===== src/rtl/memlcd_frame_scheduler_if.sv =====
// Bundles the scheduler's command, dirty-flag, framebuffer and SPI byte-stream signals.
// Wiring only; no storage and no added latency.
// tx_valid/tx_ready carry the byte-stream backpressure; the other groups use fixed-latency handshakes.
interface memlcd_frame_scheduler_if #(
    parameter int FB_AW = 15
);
    logic             cmd_update;
    logic             cmd_update_all;
    logic             cmd_clear;
    logic             vcom_tick;
    logic             busy;
    logic             done;
    logic             vcom;
    logic [9:0]       dirty_addr;
    logic             dirty_in;
    logic             dirty_clr;
    logic [FB_AW-1:0] fb_addr;
    logic [7:0]       fb_rdata;
    logic [7:0]       tx_data;
    logic             tx_valid;
    logic             tx_ready;
    logic             tx_last;

    // Scheduler side.
    modport master (
        input  cmd_update, cmd_update_all, cmd_clear, vcom_tick,
        input  dirty_in, fb_rdata, tx_ready,
        output busy, done, vcom, dirty_addr, dirty_clr, fb_addr,
        output tx_data, tx_valid, tx_last
    );

    // CSR / RAM / SPI-engine side.
    modport slave (
        output cmd_update, cmd_update_all, cmd_clear, vcom_tick,
        output dirty_in, fb_rdata, tx_ready,
        input  busy, done, vcom, dirty_addr, dirty_clr, fb_addr,
        input  tx_data, tx_valid, tx_last
    );
endinterface


===== src/rtl/memlcd_frame_scheduler.sv =====
// Memory-LCD frame sequencer: scans dirty lines, streams header+data bytes, issues all-clear and VCOM frames.
// Granted frame starts the cycle after arbitration; line data runs at one byte per 2 clk.
// tx_valid/tx_ready: a presented byte is held stable until accepted; the scan stalls while it waits.
module memlcd_frame_scheduler #(
    parameter int LINES      = 536,
    parameter int LINE_BYTES = 42,
    parameter int FB_AW      = 15
) (
    input  logic                      clk,
    input  logic                      rst_n,
    memlcd_frame_scheduler_if.master  bus
);

    typedef enum logic [3:0] {
        S_IDLE, S_SCAN, S_HDR0, S_HDR1, S_DATA, S_TRAIL,
        S_CLR0, S_CLR1, S_VC0, S_VC1, S_DONE
    } state_t;

    localparam int               CW        = $clog2(LINE_BYTES + 1);
    localparam logic [9:0]       LAST_LINE = 10'(LINES - 1);
    localparam logic [FB_AW-1:0] LINE_STEP = FB_AW'(LINE_BYTES);
    localparam logic [CW-1:0]    LB_CNT    = CW'(LINE_BYTES);

    state_t           state_q, state_d;
    logic             vcom_q;
    logic             pend_clear_q, pend_all_q, pend_upd_q, pend_vcom_q;
    logic             all_mode_q, sent_any_q, scan_wait_q, rd_vld_q;
    logic [9:0]       line_q;
    logic [FB_AW-1:0] line_base_q, fb_addr_q;
    logic [CW-1:0]    data_cnt_q;
    logic [7:0]       tx_data_q;
    logic             tx_valid_q, tx_last_q;

    logic tx_acc, last_line, line_hit, data_done, data_load;
    logic start_clear, start_scan, start_vc, byte0_acc, line_adv;
    logic enter_hdr, enter_last;
    logic busy_o, done_o, dirty_clr_o;

    assign tx_acc     = tx_valid_q & bus.tx_ready;
    assign last_line  = (line_q == LAST_LINE);
    // dirty_in is only meaningful on the second SCAN cycle of a line
    assign line_hit   = scan_wait_q & (all_mode_q | bus.dirty_in);
    assign data_done  = (state_q == S_DATA) & tx_acc & (data_cnt_q == LB_CNT);
    // fetch the next byte once the RAM output reflects fb_addr_q and the output stage is empty
    assign data_load  = (state_q == S_DATA) & ~tx_valid_q & rd_vld_q & (data_cnt_q != LB_CNT);

    assign start_clear = (state_q == S_IDLE) & (state_d == S_CLR0);
    assign start_scan  = (state_q == S_IDLE) & (state_d == S_SCAN);
    assign start_vc    = (state_q == S_IDLE) & (state_d == S_VC0);
    assign byte0_acc   = tx_acc & ((state_q == S_HDR0) | (state_q == S_CLR0));
    assign enter_hdr   = (state_q == S_SCAN) & (state_d == S_HDR0);
    assign enter_last  = (state_d != state_q) &
                         ((state_d == S_TRAIL) | (state_d == S_CLR1) | (state_d == S_VC1));
    assign line_adv    = ((state_q == S_SCAN) & scan_wait_q & ~line_hit & ~last_line) |
                         (data_done & ~last_line);

    // State register.
    always_ff @(posedge clk or negedge rst_n) begin
        if (!rst_n) state_q <= S_IDLE;
        else        state_q <= state_d;
    end

    // Next-state: IDLE arbitration (clear > update_all > update > vcom) and frame sequencing.
    always_comb begin
        state_d = state_q;
        case (state_q)
            S_IDLE: begin
                if (pend_clear_q)                  state_d = S_CLR0;
                else if (pend_all_q | pend_upd_q)  state_d = S_SCAN;
                else if (pend_vcom_q)              state_d = S_VC0;
            end
            S_SCAN: begin
                if (scan_wait_q) begin
                    if (line_hit)       state_d = S_HDR0;
                    else if (last_line) state_d = sent_any_q ? S_TRAIL : S_DONE;
                end
            end
            S_HDR0:  if (tx_acc) state_d = S_HDR1;
            S_HDR1:  if (tx_acc) state_d = S_DATA;
            S_DATA:  if (data_done) state_d = last_line ? S_TRAIL : S_SCAN;
            S_TRAIL: if (tx_acc) state_d = S_DONE;
            S_CLR0:  if (tx_acc) state_d = S_CLR1;
            S_CLR1:  if (tx_acc) state_d = S_DONE;
            S_VC0:   if (tx_acc) state_d = S_VC1;
            S_VC1:   if (tx_acc) state_d = S_DONE;
            S_DONE:  state_d = S_IDLE;
            default: state_d = S_IDLE;
        endcase
    end

    // FSM-decoded outputs.
    always_comb begin
        busy_o      = (state_q != S_IDLE);
        done_o      = (state_q == S_DONE);
        dirty_clr_o = (state_q == S_HDR0) & tx_acc;
    end

    // Sticky frame requests and VCOM polarity; a request arriving on its own start cycle survives.
    always_ff @(posedge clk or negedge rst_n) begin
        if (!rst_n) begin
            vcom_q       <= 1'b0;
            pend_clear_q <= 1'b0;
            pend_all_q   <= 1'b0;
            pend_upd_q   <= 1'b0;
            pend_vcom_q  <= 1'b0;
        end else begin
            vcom_q       <= vcom_q ^ bus.vcom_tick;
            pend_clear_q <= bus.cmd_clear | (pend_clear_q & ~start_clear);
            pend_all_q   <= bus.cmd_update_all | (pend_all_q & ~start_scan);
            pend_upd_q   <= bus.cmd_update |
                            (pend_upd_q & ~start_scan & ~bus.cmd_update_all);
            pend_vcom_q  <= bus.vcom_tick | (pend_vcom_q & ~byte0_acc & ~start_vc);
        end
    end

    // Line scan pointer with running framebuffer base (adds LINE_BYTES per line, no multiplier).
    always_ff @(posedge clk or negedge rst_n) begin
        if (!rst_n) begin
            line_q      <= '0;
            line_base_q <= '0;
            all_mode_q  <= 1'b0;
            sent_any_q  <= 1'b0;
            scan_wait_q <= 1'b0;
        end else begin
            scan_wait_q <= (state_q == S_SCAN) & ~scan_wait_q;
            if (start_scan) begin
                line_q      <= '0;
                line_base_q <= '0;
                all_mode_q  <= pend_all_q;
                sent_any_q  <= 1'b0;
            end else if (line_adv) begin
                line_q      <= line_q + 10'd1;
                line_base_q <= line_base_q + LINE_STEP;
            end
            if (enter_hdr) sent_any_q <= 1'b1;
        end
    end

    // Framebuffer fetch: rd_vld_q marks that fb_rdata now reflects an unchanged fb_addr_q.
    always_ff @(posedge clk or negedge rst_n) begin
        if (!rst_n) begin
            fb_addr_q  <= '0;
            rd_vld_q   <= 1'b0;
            data_cnt_q <= '0;
        end else if (enter_hdr) begin
            fb_addr_q  <= line_base_q;
            rd_vld_q   <= 1'b0;
            data_cnt_q <= '0;
        end else if (data_load) begin
            fb_addr_q  <= fb_addr_q + FB_AW'(1);
            rd_vld_q   <= 1'b0;
            data_cnt_q <= data_cnt_q + CW'(1);
        end else begin
            rd_vld_q   <= 1'b1;
        end
    end

    // Output byte stage: loaded only when empty or on acceptance, so it never changes under a stall.
    always_ff @(posedge clk or negedge rst_n) begin
        if (!rst_n) begin
            tx_data_q  <= '0;
            tx_valid_q <= 1'b0;
            tx_last_q  <= 1'b0;
        end else if (start_clear) begin
            tx_data_q  <= {1'b0, vcom_q, 1'b1, 5'b0};
            tx_valid_q <= 1'b1;
            tx_last_q  <= 1'b0;
        end else if (start_vc) begin
            tx_data_q  <= {1'b0, vcom_q, 6'b0};
            tx_valid_q <= 1'b1;
            tx_last_q  <= 1'b0;
        end else if (enter_hdr) begin
            tx_data_q  <= {1'b1, vcom_q, 4'b0, line_q[9:8]};
            tx_valid_q <= 1'b1;
            tx_last_q  <= 1'b0;
        end else if ((state_q == S_HDR0) & tx_acc) begin
            tx_data_q  <= line_q[7:0];
            tx_valid_q <= 1'b1;
            tx_last_q  <= 1'b0;
        end else if (enter_last) begin
            tx_data_q  <= 8'h00;
            tx_valid_q <= 1'b1;
            tx_last_q  <= 1'b1;
        end else if (data_load) begin
            tx_data_q  <= bus.fb_rdata;
            tx_valid_q <= 1'b1;
            tx_last_q  <= 1'b0;
        end else if (tx_acc) begin
            tx_valid_q <= 1'b0;
            tx_last_q  <= 1'b0;
        end
    end

    assign bus.busy       = busy_o;
    assign bus.done       = done_o;
    assign bus.vcom       = vcom_q;
    assign bus.dirty_addr = line_q;
    assign bus.dirty_clr  = dirty_clr_o;
    assign bus.fb_addr    = fb_addr_q;
    assign bus.tx_data    = tx_data_q;
    assign bus.tx_valid   = tx_valid_q;
    assign bus.tx_last    = tx_last_q;

endmodule


===== src/flat_wrapper.sv =====
// flat-port wrapper written by rule: the top's interface ports become plain ports
module memlcd_frame_scheduler_flat 
#(
    parameter int LINES      = 536,
    parameter int LINE_BYTES = 42,
    parameter int FB_AW      = 15
)
  (clk, rst_n, bus_cmd_update, bus_cmd_update_all, bus_cmd_clear, bus_vcom_tick, bus_dirty_in, bus_fb_rdata, bus_tx_ready, bus_busy, bus_done, bus_vcom, bus_dirty_addr, bus_dirty_clr, bus_fb_addr, bus_tx_data, bus_tx_valid, bus_tx_last);
  memlcd_frame_scheduler_if #(.FB_AW(FB_AW)) bus_i ();
  input  logic clk;
  input  logic rst_n;
  input wire logic [$bits(bus_i.cmd_update)-1:0] bus_cmd_update;
  input wire logic [$bits(bus_i.cmd_update_all)-1:0] bus_cmd_update_all;
  input wire logic [$bits(bus_i.cmd_clear)-1:0] bus_cmd_clear;
  input wire logic [$bits(bus_i.vcom_tick)-1:0] bus_vcom_tick;
  input wire logic [$bits(bus_i.dirty_in)-1:0] bus_dirty_in;
  input wire logic [$bits(bus_i.fb_rdata)-1:0] bus_fb_rdata;
  input wire logic [$bits(bus_i.tx_ready)-1:0] bus_tx_ready;
  output wire logic [$bits(bus_i.busy)-1:0] bus_busy;
  output wire logic [$bits(bus_i.done)-1:0] bus_done;
  output wire logic [$bits(bus_i.vcom)-1:0] bus_vcom;
  output wire logic [$bits(bus_i.dirty_addr)-1:0] bus_dirty_addr;
  output wire logic [$bits(bus_i.dirty_clr)-1:0] bus_dirty_clr;
  output wire logic [$bits(bus_i.fb_addr)-1:0] bus_fb_addr;
  output wire logic [$bits(bus_i.tx_data)-1:0] bus_tx_data;
  output wire logic [$bits(bus_i.tx_valid)-1:0] bus_tx_valid;
  output wire logic [$bits(bus_i.tx_last)-1:0] bus_tx_last;
  assign bus_i.cmd_update = bus_cmd_update;
  assign bus_i.cmd_update_all = bus_cmd_update_all;
  assign bus_i.cmd_clear = bus_cmd_clear;
  assign bus_i.vcom_tick = bus_vcom_tick;
  assign bus_i.dirty_in = bus_dirty_in;
  assign bus_i.fb_rdata = bus_fb_rdata;
  assign bus_i.tx_ready = bus_tx_ready;
  assign bus_busy = bus_i.busy;
  assign bus_done = bus_i.done;
  assign bus_vcom = bus_i.vcom;
  assign bus_dirty_addr = bus_i.dirty_addr;
  assign bus_dirty_clr = bus_i.dirty_clr;
  assign bus_fb_addr = bus_i.fb_addr;
  assign bus_tx_data = bus_i.tx_data;
  assign bus_tx_valid = bus_i.tx_valid;
  assign bus_tx_last = bus_i.tx_last;
  memlcd_frame_scheduler #(.LINES(LINES), .LINE_BYTES(LINE_BYTES), .FB_AW(FB_AW)) u_core (.clk(clk), .rst_n(rst_n), .bus(bus_i));
endmodule

===== config.mk =====
export PLATFORM = sky130hd
export DESIGN_NAME = memlcd_frame_scheduler_flat
export DESIGN_NICKNAME = d
export VERILOG_FILES = /design/src/rtl/memlcd_frame_scheduler_if.sv /design/src/rtl/memlcd_frame_scheduler.sv /design/src/flat_wrapper.sv
export SDC_FILE = /design/constraint.sdc
export NUM_CORES = 1
export LEC_CHECK = 0
export BUFFER_PORTS_ARGS = -buffer_cell sky130_fd_sc_hd__buf_2
export CORE_MARGIN = 2
export CORE_UTILIZATION = 57
export CTS_CLUSTER_DIAMETER = 40
export CTS_CLUSTER_SIZE = 28
export DETAILED_ROUTE_END_ITERATION = 6
export PLACE_DENSITY = 0.76
export SETUP_SLACK_MARGIN = 0.15
export SLEW_MARGIN = 10
export SYNTH_ARGS = -nofsm -noshare
export SYNTH_HDL_FRONTEND = slang
export SYNTH_SLANG_ARGS = --single-unit

===== constraint.sdc =====
create_clock -name clk -period 2.96 [get_ports clk]
set_clock_uncertainty 0.15 [all_clocks]
set_input_delay 0.296 -clock clk [delete_from_list [all_inputs] [get_ports clk]]
set_output_delay 0.296 -clock clk [all_outputs]
set_load 0.005 [all_outputs]

## Yosys cells after proc, flatten, opt, wreduce, memory -nomap -nowiden

Index checks and enable logic that the tools add are counted.

- Input port bits: 16
- Bits in read-only memories: 0
- Bits in writable memories: 0
- Memories kept: 0
- Bits in latches: 0
- Bits in registers: 69
- Output and inout bits: 39

- Equal/unequal tests: 21
- Muxes and demuxes: 46
- Shifts and indexed selects: 0
- $mul: 0
- $add $sub $neg: 4
- Bitwise gates (word level): 45
- Divide/modulo/power cells: 0
- Reduce and logical (&&, ||, !) cells: 8
- $lt $le $gt $ge: 0

Operators by type and width:

| cell | count |
|---|---|
| 15-bit two-way mux | 4 |
| 4-bit two-way mux | 13 |
| 8-bit two-way mux | 6 |
| 4-bit one-hot mux with 8 select lines | 1 |
| 4-bit by 3-bit equality test with 1-bit output (second input constant) | 7 |
| 1-bit AND | 25 |
| 4-bit equality test (second input constant) | 5 |
| 10-bit two-way mux | 2 |
| 1-bit two-way mux | 17 |
| 15-bit by 1-bit adder with 15-bit output (second input constant) | 1 |
| 15-bit by 6-bit adder with 15-bit output (second input constant) | 1 |
| 4-bit by 2-bit equality test with 1-bit output (second input constant) | 3 |
| 6-bit two-way mux | 2 |
| 10-bit by 1-bit adder with 10-bit output (second input constant) | 1 |
| 10-bit equality test (second input constant) | 1 |
| 1-bit bitwise OR | 10 |
| 1-bit inverter | 9 |
| 4-bit by 1-bit equality test with 1-bit output (second input constant) | 2 |
| 7-bit nonzero test | 1 |
| 6-bit by 1-bit adder with 6-bit output (second input constant) | 1 |
| 6-bit equality test (second input constant) | 1 |
| 6-bit inequality test (second input constant) | 1 |
| 2-bit nonzero test | 3 |
| 6-bit nonzero test | 1 |
| other kinds (6) | 6 |

## Longest topological paths before layout

Gate-level depths: netlist of the first run.

- Depth after elaboration: 14
- Mapped depth: 10
- Depth with buffers taken out: 9

## Worst setup path after synthesis of the first run

Ideal clock, no wire load.

- Kind: register to register
- From: reg u_core.line_q[0], in the netlist u_core.bus.dirty_addr[0]
- To: reg u_core.tx_data_q[5], in the netlist u_core.bus.tx_data[5]
- Path buffers: 1
- Arrival: 2390 ps
- Setup time: 125 ps
- Clock period less this slack: 2665 ps
- Data required time: 2685 ps
- Stages on the path, launching flop included: 10
- Slack: 295 ps
- Path through: dfrtp_1 > ha_1 > and3b_1 > and3_4 > o41ai_1 > o211ai_1 > o211ai_2 > and4_4 > buf_6 > mux2_4

- Cells in the longest elaborated chain, start to end: 14

RTL lines:

| what | RTL line | RTL |
|---|---|---|
| from (decl) | memlcd_frame_scheduler.sv:28 | `logic [9:0] line_q;` |
| from (signal assigned) | memlcd_frame_scheduler.sv:132 | `line_q <= line_q + 10'd1;` |
| 10-bit equality test (*) | memlcd_frame_scheduler.sv:40 | `assign last_line = (line_q == LAST_LINE);` |
| 4-bit two-way mux | memlcd_frame_scheduler.sv:75 | `else if (last_line) state_d = sent_any_q ? S_TRAIL : S_DONE;` |
| 4-bit two-way mux | memlcd_frame_scheduler.sv:74 | `if (line_hit) state_d = S_HDR0;` |
| 4-bit two-way mux | memlcd_frame_scheduler.sv:73 | `if (scan_wait_q) begin` |
| 4-bit one-hot mux with 8 select lines (*) | memlcd_frame_scheduler.sv:66 | `case (state_q)` |
| 4-bit by 3-bit equality test with 1-bit output | memlcd_frame_scheduler.sv:53 | `((state_d == S_TRAIL) \| (state_d == S_CLR1) \| (state_d == S_VC1));` |
| 1-bit bitwise OR (2 in series) | memlcd_frame_scheduler.sv:53 |  |
| 1-bit AND | memlcd_frame_scheduler.sv:52 | `assign enter_last = (state_d != state_q) &` |
| 8-bit two-way mux | memlcd_frame_scheduler.sv:180 | `end else if (enter_last) begin` |
| 8-bit two-way mux | memlcd_frame_scheduler.sv:176 | `end else if ((state_q == S_HDR0) & tx_acc) begin` |
| 8-bit two-way mux | memlcd_frame_scheduler.sv:172 | `end else if (enter_hdr) begin` |
| 8-bit two-way mux | memlcd_frame_scheduler.sv:168 | `end else if (start_vc) begin` |
| 8-bit two-way mux | memlcd_frame_scheduler.sv:164 | `end else if (start_clear) begin` |
| to (signal assigned) | memlcd_frame_scheduler.sv:165 | `tx_data_q <= {1'b0, vcom_q, 1'b1, 5'b0};` |
| to (signal assigned) | memlcd_frame_scheduler.sv:169 | `tx_data_q <= {1'b0, vcom_q, 6'b0};` |
| to (signal assigned) | memlcd_frame_scheduler.sv:173 | `tx_data_q <= {1'b1, vcom_q, 4'b0, line_q[9:8]};` |
| to (decl) | memlcd_frame_scheduler.sv:31 | `logic [7:0] tx_data_q;` |

Every way passes the cells marked *; elsewhere a longest branch is shown, timed or not.
A chain may end at the register's enable or synchronous reset.

## Final worst setup path of the first run

- From: reg u_core.state_q[1]
- To: reg u_core.tx_data_q[6], in the netlist u_core.bus.tx_data[6]

- Cells in the longest elaborated chain, start to end: 14

RTL lines:

| what | RTL line | RTL |
|---|---|---|
| from (decl) | memlcd_frame_scheduler.sv:24 | `state_t state_q, state_d;` |
| from (signal assigned) | memlcd_frame_scheduler.sv:60 | `else state_q <= state_d;` |
| 4-bit by 3-bit equality test with 1-bit output | memlcd_frame_scheduler.sv:43, memlcd_frame_scheduler.sv:45, memlcd_frame_scheduler.sv:66 |  |
| 1-bit AND (2 in series) | memlcd_frame_scheduler.sv:43 | `assign data_done = (state_q == S_DATA) & tx_acc & (data_cnt_q == LB_CNT);` |
| 4-bit two-way mux | memlcd_frame_scheduler.sv:80 | `S_DATA: if (data_done) state_d = last_line ? S_TRAIL : S_SCAN;` |
| 4-bit one-hot mux with 8 select lines | memlcd_frame_scheduler.sv:66 |  |
| 4-bit by 3-bit equality test with 1-bit output | memlcd_frame_scheduler.sv:53 |  |
| 1-bit bitwise OR (2 in series) | memlcd_frame_scheduler.sv:53 |  |
| 1-bit AND | memlcd_frame_scheduler.sv:52 |  |
| 8-bit two-way mux | memlcd_frame_scheduler.sv:180 |  |
| 8-bit two-way mux | memlcd_frame_scheduler.sv:176 |  |
| 8-bit two-way mux | memlcd_frame_scheduler.sv:172 |  |
| 8-bit two-way mux | memlcd_frame_scheduler.sv:168 |  |
| 8-bit two-way mux | memlcd_frame_scheduler.sv:164 |  |

Several ways; a longest one is shown, not always the timed one.

==> results of run 1 <==
-- synthesized netlist by cell type (all sizes together), types with 4 or more instances --
| cell type | count |
|---|---|
| a21o | 8 |
| a21oi | 11 |
| a221o | 4 |
| a22o | 6 |
| and3 | 16 |
| buf | 8 |
| clkbuf | 8 |
| dfrtp | 68 |
| ha | 5 |
| inv | 10 |
| mux2i | 4 |
| nand2 | 53 |
| nand2b | 5 |
| nand3 | 6 |
| nand4 | 11 |
| nor2 | 37 |
| nor2b | 7 |
| nor4b | 4 |
| o211ai | 4 |
| o21ai | 25 |
| or3 | 6 |
| xnor2 | 12 |
| xor2 | 21 |
-- per-stage QoR --
| step | utilization (%) | setup WS (ns) | instances |
|---|---|---|---|
| final | 69.62 | 0.2981 | 537 |
| after detailed placement | 65.12 | 0.2253 | 513 |
| after global routing | 69.62 | 0.1649 | 537 |
| after floorplan | - | 0.2952 | 382 |
| after CTS | 69.10 | 0.2255 | 534 |
| after global placement | 65.12 | 0.3538 | 513 |
-- layout make-up --
class	count	area, um2
clock buffer	10	137.6
timing repair buffer	78	462.9
fill	494	1918
tap	77	96.34
clock inverter	6	63.81
inverter	11	41.29
sequential	68	1704
multi-input combinational	287	1889
-- state kept, by name, indices dropped and copies added (netlist names), 4 cells and up --
register,flops
u_core.state_q,4
u_core.bus.fb_addr,15
u_core.data_cnt_q,6
u_core.bus.dirty_addr,10
u_core.bus.tx_data,8
u_core.line_base_q,14
-- where the power goes --
group / leakage, uW / total [uW] / internal [uW] / switching, uW
clock: 0.0000983 / 775 / 410 / 365
combinational: 0.00115 / 1160 / 577 / 580
sequential: 0.000861 / 1490 / 1180 / 315
total: 0.00211 / 3430 / 2170 / 1260
-- critical path, stage by stage, from the launching register on --
cell                       delay, ns
sky130_fd_sc_hd__dfrtp_1        0.48
sky130_fd_sc_hd__buf_4          0.22
sky130_fd_sc_hd__or3b_1         0.37
sky130_fd_sc_hd__a211oi_1       0.31
sky130_fd_sc_hd__a31oi_1        0.10
sky130_fd_sc_hd__o211ai_1       0.13
sky130_fd_sc_hd__o211ai_2       0.13
sky130_fd_sc_hd__buf_4          0.19
sky130_fd_sc_hd__a41o_1         0.23
sky130_fd_sc_hd__mux2_4         0.26
-- worst max-delay path by stage --
stage                     slack [ns]                                 end                            startpoint
after global placement          0.35  u_core.line_base_q[12]$_DFFE_PN0P_           u_core.state_q[0]$_DFF_PN0_
final                           0.30   u_core.bus.tx_data[6]$_DFFE_PN0P_           u_core.state_q[1]$_DFF_PN0_
after floorplan                 0.30   u_core.bus.tx_data[5]$_DFFE_PN0P_  u_core.bus.dirty_addr[0]$_DFFE_PN0P_
after global routing            0.16   u_core.bus.tx_data[5]$_DFFE_PN0P_  u_core.bus.dirty_addr[0]$_DFFE_PN0P_
after detailed placement        0.23   u_core.bus.tx_data[6]$_DFFE_PN0P_  u_core.bus.dirty_addr[0]$_DFFE_PN0P_
after CTS                       0.23   u_core.bus.tx_data[5]$_DFFE_PN0P_  u_core.bus.dirty_addr[0]$_DFFE_PN0P_
-- layer usage --
metal,share of wire [%],up-vias
met3,5.4,19
li1,-,1503
met4,1.9,0
met1,45,1524
met5,0,-
met2,47,94
-- repair_timing --
action	CTS	global route
resized for setup	0	3
hold buffers	5	0
endpoints found under the setup margin	0	7
setup buffers	0	3
endpoints found under the hold margin	29	0
-- cell families (layout without fill, tap and decap cells) --
logic type                 Yosys count  in the layout
buffers and inverters               27            105
AOI/OAI and AO/OA                   76             76
DFF                                 68             68
muxes                                7              7
and+or+nand+nor                    166            166
adders and majority gates            5              5
xor gates and xnor gates            33             33
==> impl_summary.txt, run 1 <==
----------------------------------------------------
[Clocking]
  Clock Root Buffer ... sky130_fd_sc_hd__clkbuf_8
  Clock latency at the later pin of the worst-skew pair ... around 0.35 ns
  Number of levels the H-tree was split into ... 3
  Clock transition at the registers of the reported paths ... approximately 0.08 ns
  Maximum number of buffers from clock root to sink ... 2
  Clock net sink count ... 68
  TritonCTS buffer count ... 9
  Clock tree from TritonCTS ... built

[Floorplan]
  Die outline height ... 84.62 um
  Initial Utilization ... approximately three fifths
  DIE AREA ... between 7000 and 8000 um2
  Die extent in x ... 84.62 um
  Floorplan Core Area ... 6314 um2
  Number of I/O pins ... 55
  Std cell rows ... 29

[Pwr]
  LEAKAGE ... between 0.002 and 0.0025 uW
  Peak supply drop ... between 0.0004 and 0.0005 V
  Power per Cell Area ... 779.5 nW/um2
  Tot Pwr ... around 3400 uW

[Global route]
  Met3 track demand over resource ... 5.310%
  Total gr overflow ... 0
  Met1 layer usage reported by global route ... 36.78%
  First-pass GRT wire length ... 14,930 um
  Met2 routing resource usage after global routing ... 40.80%
  All-Layer GR Usage ... 26.35%
  Largest net degree at the start of global routing ... 28
  Busiest metal layer after global routing ... met2
  Antenna violations before repair ... 0
  Via count of the first global-routing pass ... 3,063

[Hold path]
  Hold path start ... bus_fb_rdata[3]
  Destination of the worst hold path ... u_core.bus.tx_data[3]$_DFFE_PN0P_
  Worst hold-check path type ... input port to flop
  Number of cells on the worst hold path ... 3

[Logic synthesis]
  Async set-or-reset flop fraction in the synthesized netlist ... between 90% and 100%
  Commonest register cell after synthesis ... sky130_fd_sc_hd__dfrtp_1
  Mean area per synthesized cell ... ~9.7 um2
  Post-synthesis simple-gate area fraction ... 24.15%
  Number of instances in the synthesized netlist ... 382
  Biggest area consumer among synthesized cells ... sky130_fd_sc_hd__dfrtp_1
  Flops & latches, synth ... 68
  Area fraction in compound gates after synthesis ... 14.76%
  Adder and majority cell fraction of the synthesized area ... 1.689%
  Sequential area share after synthesis ... 45.93%
  Count of cell types in the netlist ... 66
  Fraction of synthesized cell area in xor and xnor cells ... 7.801%
  Fraction of post-synthesis cell area in the top cell type by area ... a little under half
  Number of flops mapped to enable cells by yosys ... 0
  Cells taking the most area after synthesis ... sky130_fd_sc_hd__dfrtp_1 46%, sky130_fd_sc_hd__nand2_1 5.4%, sky130_fd_sc_hd__xor2_1 5.0%
  Combinational family with the most area after synthesis ... simple AND/OR/NAND/NOR gates
  Net count after synthesis ... 403
  Portion of netlist area occupied by mux cells ... 2.195%
  Cell area after synthesis ... 3705 um2
  Count of yosys warnings during synthesis ... 0

[STA]
  Highest clock frequency the design can meet ... 375.7 MHz
  Final count of hold timing violations ... 0
  Setup-violating endpoint count in the final report ... 0
  Tcrit/Tclk final ... between 80% and 90%
  Headroom to the max-slew limit ... a little under 60%
  Worst Hold Margin ... 0.09160 ns
  Fin Setup TNS ... 0 ns
  Final Max Slew Viols ... 0
  Slew of the pin with the lowest slew margin ... 0.6159 ns
  Time the final worst path needs with I/O delays and setup ... 2.662 ns
  RSZ-0062 raised after global routing ... false

[Layout]
  Most common cell after layout, fill and taps aside ... sky130_fd_sc_hd__dfrtp_1
  Post-layout net count ... 476
  Most used cells in the layout excluding fill and tap cells ... 66 x sky130_fd_sc_hd__dfrtp_1, 54 x sky130_fd_sc_hd__buf_2, 53 x sky130_fd_sc_hd__nand2_1
  Antenna cells ... 0
  Post-layout instance area ... 4395 um2
  Fraction of layout cells with a size suffix above 1 ... 23.70%
  Post-synthesis to final-layout area growth ... 18.64%

[Drt]
  Avg WL per Cell ... 16.68 um
  Via density per instance ... 5.847
  Detailed Routing Iterations Pass 1 ... 5
  Iteration-0 DRC count of the detailed router ... 257
  Post-DRT Antenna Nets ... 0
  Post-route DRC violation count ... 0
  DRT Wirelength ... slightly below 9000 um
  Count of vias placed by the detailed router ... 3,140

[Placement]
  Instance area at placement ... 4111 um2
  GP Congestion ... 0.8990
  IO Port Bufs ... 54
  HPWL Detailed ... 6351 um

[Critical path]
  Critical path fanouts, max ... 9
  Critical path startpoint category ... flop
  Register-to-register path setup slack ... 0.30 ns
  Crit path required time ... between 3 and 4 ns
  Worst r2r src ... u_core.state_q[1]$_DFF_PN0_
  Endpoint of the lowest-slack register-to-register path ... u_core.bus.tx_data[6]$_DFFE_PN0P_
  WS Path Type ... flop to flop
  Data arrival time of the worst path ... 2.75 ns
  Sort of element at the end of the critical path ... flop
  Depth of the worst register-to-register path ... 9

[Status]
  Result of the run ... complete, no violations

[Job]
  Max-cap viol count ... 0

----------------------------------------------------
Note: power is estimated with default switching activity, not from simulation.
==> run 2: changes to the inputs <==
--- a/config.mk
+++ b/config.mk
@@ -12,6 +12,7 @@
 export CTS_CLUSTER_SIZE = 28
 export DETAILED_ROUTE_END_ITERATION = 6
 export PLACE_DENSITY = 0.76
+export RECOVER_POWER = 100
 export SETUP_SLACK_MARGIN = 0.15
 export SLEW_MARGIN = 10
 export SYNTH_ARGS = -nofsm -noshare
==> impl_summary.txt, run 2 (synthesis gave the netlist of run 1 again) <==
----------------------------------------------------
[Status]
  Result of the run ... complete, no violations (unchanged)

[Hold path]
  Worst hold-check path type ... input port to flop (unchanged)
  Hold path start ... bus_fb_rdata[3] (unchanged)

[Critical path]
  Worst r2r src ... u_core.state_q[1]$_DFF_PN0_ (unchanged)
  Crit path required time ... 2.51 ns (was 3.05 ns)
  Data arrival time of the worst path ... 2.34 ns (was 2.75 ns)
  Sort of element at the end of the critical path ... primary output (was flop)
  Critical path fanouts, max ... 9 (unchanged)
  Critical path startpoint category ... flop (unchanged)
  WS Path Type ... flop to primary output (was flop to flop)
  Crit path launch ... u_core.state_q[1]$_DFF_PN0_ (unchanged)

[Clocking]
  TritonCTS buffer count ... 9 (unchanged)
  Clock net sink count ... 68 (unchanged)
  Clock latency at the later pin of the worst-skew pair ... 0.36 ns (was 0.35 ns)
  Maximum number of buffers from clock root to sink ... 2 (unchanged)
  Clock tree from TritonCTS ... built (unchanged)
  Number of levels the H-tree was split into ... 3 (unchanged)
  Clock transition at the registers of the reported paths ... 0.08 ns (about the same)
  Clock Root Buffer ... sky130_fd_sc_hd__clkbuf_8 (unchanged)

[Floorplan]
  Initial Utilization ... 58.68% (unchanged)
  Number of I/O pins ... 55 (unchanged)
  Floorplan Core Area ... 6314 um2 (unchanged)
  Std cell rows ... 29 (unchanged)
  DIE AREA ... 7161 um2 (unchanged)
  Die outline height ... 84.62 um (unchanged)
  Die extent in x ... 84.62 um (unchanged)

[Drt]
  Post-DRT Antenna Nets ... 0 (unchanged)
  Iteration-0 DRC count of the detailed router ... 294 (was 257)
  Count of vias placed by the detailed router ... 3,155 (was 3,140)
  DRT Wirelength ... 9038 um (was 8955 um)
  Detailed Routing Iterations Pass 1 ... 5 (unchanged)
  Avg WL per Cell ... 16.83 um (was 16.68 um)
  Post-route DRC violation count ... 0 (unchanged)
  Via density per instance ... 5.875 (was 5.847)

[STA]
  Time the final worst path needs with I/O delays and setup ... 2.786 ns (was 2.662 ns)
  RSZ-0062 raised after global routing ... false (unchanged)
  Slew of the pin with the lowest slew margin ... 1.469 ns (was 0.6159 ns)
  Setup-violating endpoint count in the final report ... 0 (unchanged)
  Tcrit/Tclk final ... 94.14% (was 89.93%)
  Highest clock frequency the design can meet ... 358.9 MHz (was 375.7 MHz)
  Final count of hold timing violations ... 0 (unchanged)
  Headroom to the max-slew limit ... 2.065% (was 58.94%)
  Fin Setup TNS ... 0 ns (unchanged)
  Final Max Slew Viols ... 0 (unchanged)

[Layout]
  Fraction of layout cells with a size suffix above 1 ... 17.83% (was 23.70%)
  Most common cell after layout, fill and taps aside ... sky130_fd_sc_hd__dfrtp_1 (unchanged)
  Post-layout net count ... 476 (unchanged)
  Post-synthesis to final-layout area growth ... 16.75% (was 18.64%)
  Antenna cells ... 0 (unchanged)
  Number of flip-flops in the largest register ... 15 (unchanged)
  Most used cells in the layout excluding fill and tap cells ... 66 x sky130_fd_sc_hd__dfrtp_1, 53 x sky130_fd_sc_hd__nand2_1, 37 x sky130_fd_sc_hd__nor2_1 (was 66 x sky130_fd_sc_hd__dfrtp_1, 54 x sky130_fd_sc_hd__buf_2, 53 x sky130_fd_sc_hd__nand2_1)
  Post-route core utilization ... 68.51% (was 69.62%)

[Global route]
  First-pass GRT wire length ... 14,930 um (unchanged)
  Largest net degree at the start of global routing ... 28 (unchanged)
  Antenna violations before repair ... 0 (unchanged)
  All-Layer GR Usage ... 26.35% (unchanged)
  Total gr overflow ... 0 (unchanged)
  Via count of the first global-routing pass ... 3,063 (unchanged)

[Placement]
  HPWL Detailed ... 6351 um (unchanged)
  GP Congestion ... 0.8990 (unchanged)
  IO Port Bufs ... 54 (unchanged)

[Job]
  Max-cap viol count ... 0 (unchanged)

[Pwr]
  Peak supply drop ... 0.0004496 V (was 0.0004519 V)
  LEAKAGE ... 0.002017 uW (was 0.002110 uW)
  Power per Cell Area ... 777.7 nW/um2 (was 779.5 nW/um2)

----------------------------------------------------
==> run 2: changes by cell type in the layout (fill, tap and decap cells not counted), sizes merged <==
cell,change
buf,-27
clkbuf,+27
==> run 2: through the flow <==
stage / area (um2) / power, uW / instances / hold WS, ns / setup WS, ns
after floorplan: 3705 / 2259 / 382 / -0.1496 / 0.2952
after global routing: 4325 / 3567 / 537 / 0.1013 / 0.1009
after detailed placement: 4111 / 2635 / 513 / 0.2016 / 0.2253
final: 4325 / 3364 / 537 / 0.08518 / 0.1735
after global placement: 4111 / 2591 / 513 / 0.1913 / 0.3538
after CTS: 4363 / 3421 / 534 / 0.08071 / 0.2255
==> run 2: final timing paths <==
| kind | to | slack (ns) | cells past startpoint |
|---|---|---|---|
| max | bus_dirty_clr | 0.17 | 5 |
| min in group asynchronous | u_core.bus.fb_addr[12]$_DFFE_PN0N_ | 0.67 | 2 |
| min reg2reg | u_core.bus.tx_data[3]$_DFFE_PN0P_ | 0.34 | 1 |
| max reg2reg | u_core.bus.tx_data[6]$_DFFE_PN0P_ | 0.20 | 9 |
| min | u_core.bus.tx_data[3]$_DFFE_PN0P_ | 0.09 | 3 |
| max in group asynchronous | u_core.state_q[2]$_DFF_PN0_ | 0.69 | 3 |
==> run 2: repair_timing <==
| item | in CTS | in global routing |
|---|---|---|
| endpoints found under the setup margin | 0 | 7 |
| hold buffers | 5 | 0 |
| buffers inserted | 0 | 3 |
| gates resized for setup | 0 | 3 |
| endpoints found under the hold margin | 29 | 0 |
==> run 2: critical path: stages, from the launching register on <==
cell	delay [ns]
sky130_fd_sc_hd__dfrtp_1	0.50
sky130_fd_sc_hd__clkbuf_1	0.36
sky130_fd_sc_hd__nand2_1	0.14
sky130_fd_sc_hd__or4_1	0.63
sky130_fd_sc_hd__inv_2	0.22
sky130_fd_sc_hd__buf_2	0.14
==> run 2: report_power, final <==
group | leakage [uW] | internal (uW) | switching [uW] | total [uW]
Combinational | 0.00106 | 517 | 569 | 1090
Clock | 0.0000983 | 410 | 372 | 782
Sequential | 0.000861 | 1180 | 316 | 1500
Total | 0.00202 | 2110 | 1260 | 3360
==> run 2: cell type report <==
cell class | count | area [um2]
clock buffer | 10 | 137.6
clock inverter | 6 | 63.81
fill | 521 | 1988
inverter | 11 | 41.29
multi-input combinational | 287 | 1863
sequential | 68 | 1704
tap | 77 | 96.34
timing repair buffer | 78 | 419.2
==> run 2: per-layer routing <==
layer / part of all wire (%) / global-route usage (%) / up-vias
li1: - / - / 1508
met1: 46 / 36.78 / 1535
met2: 47 / 40.80 / 92
met3: 4.9 / 5.310 / 20
met4: 2.2 / 10.10 / 0
met5: 0 / 0 / -
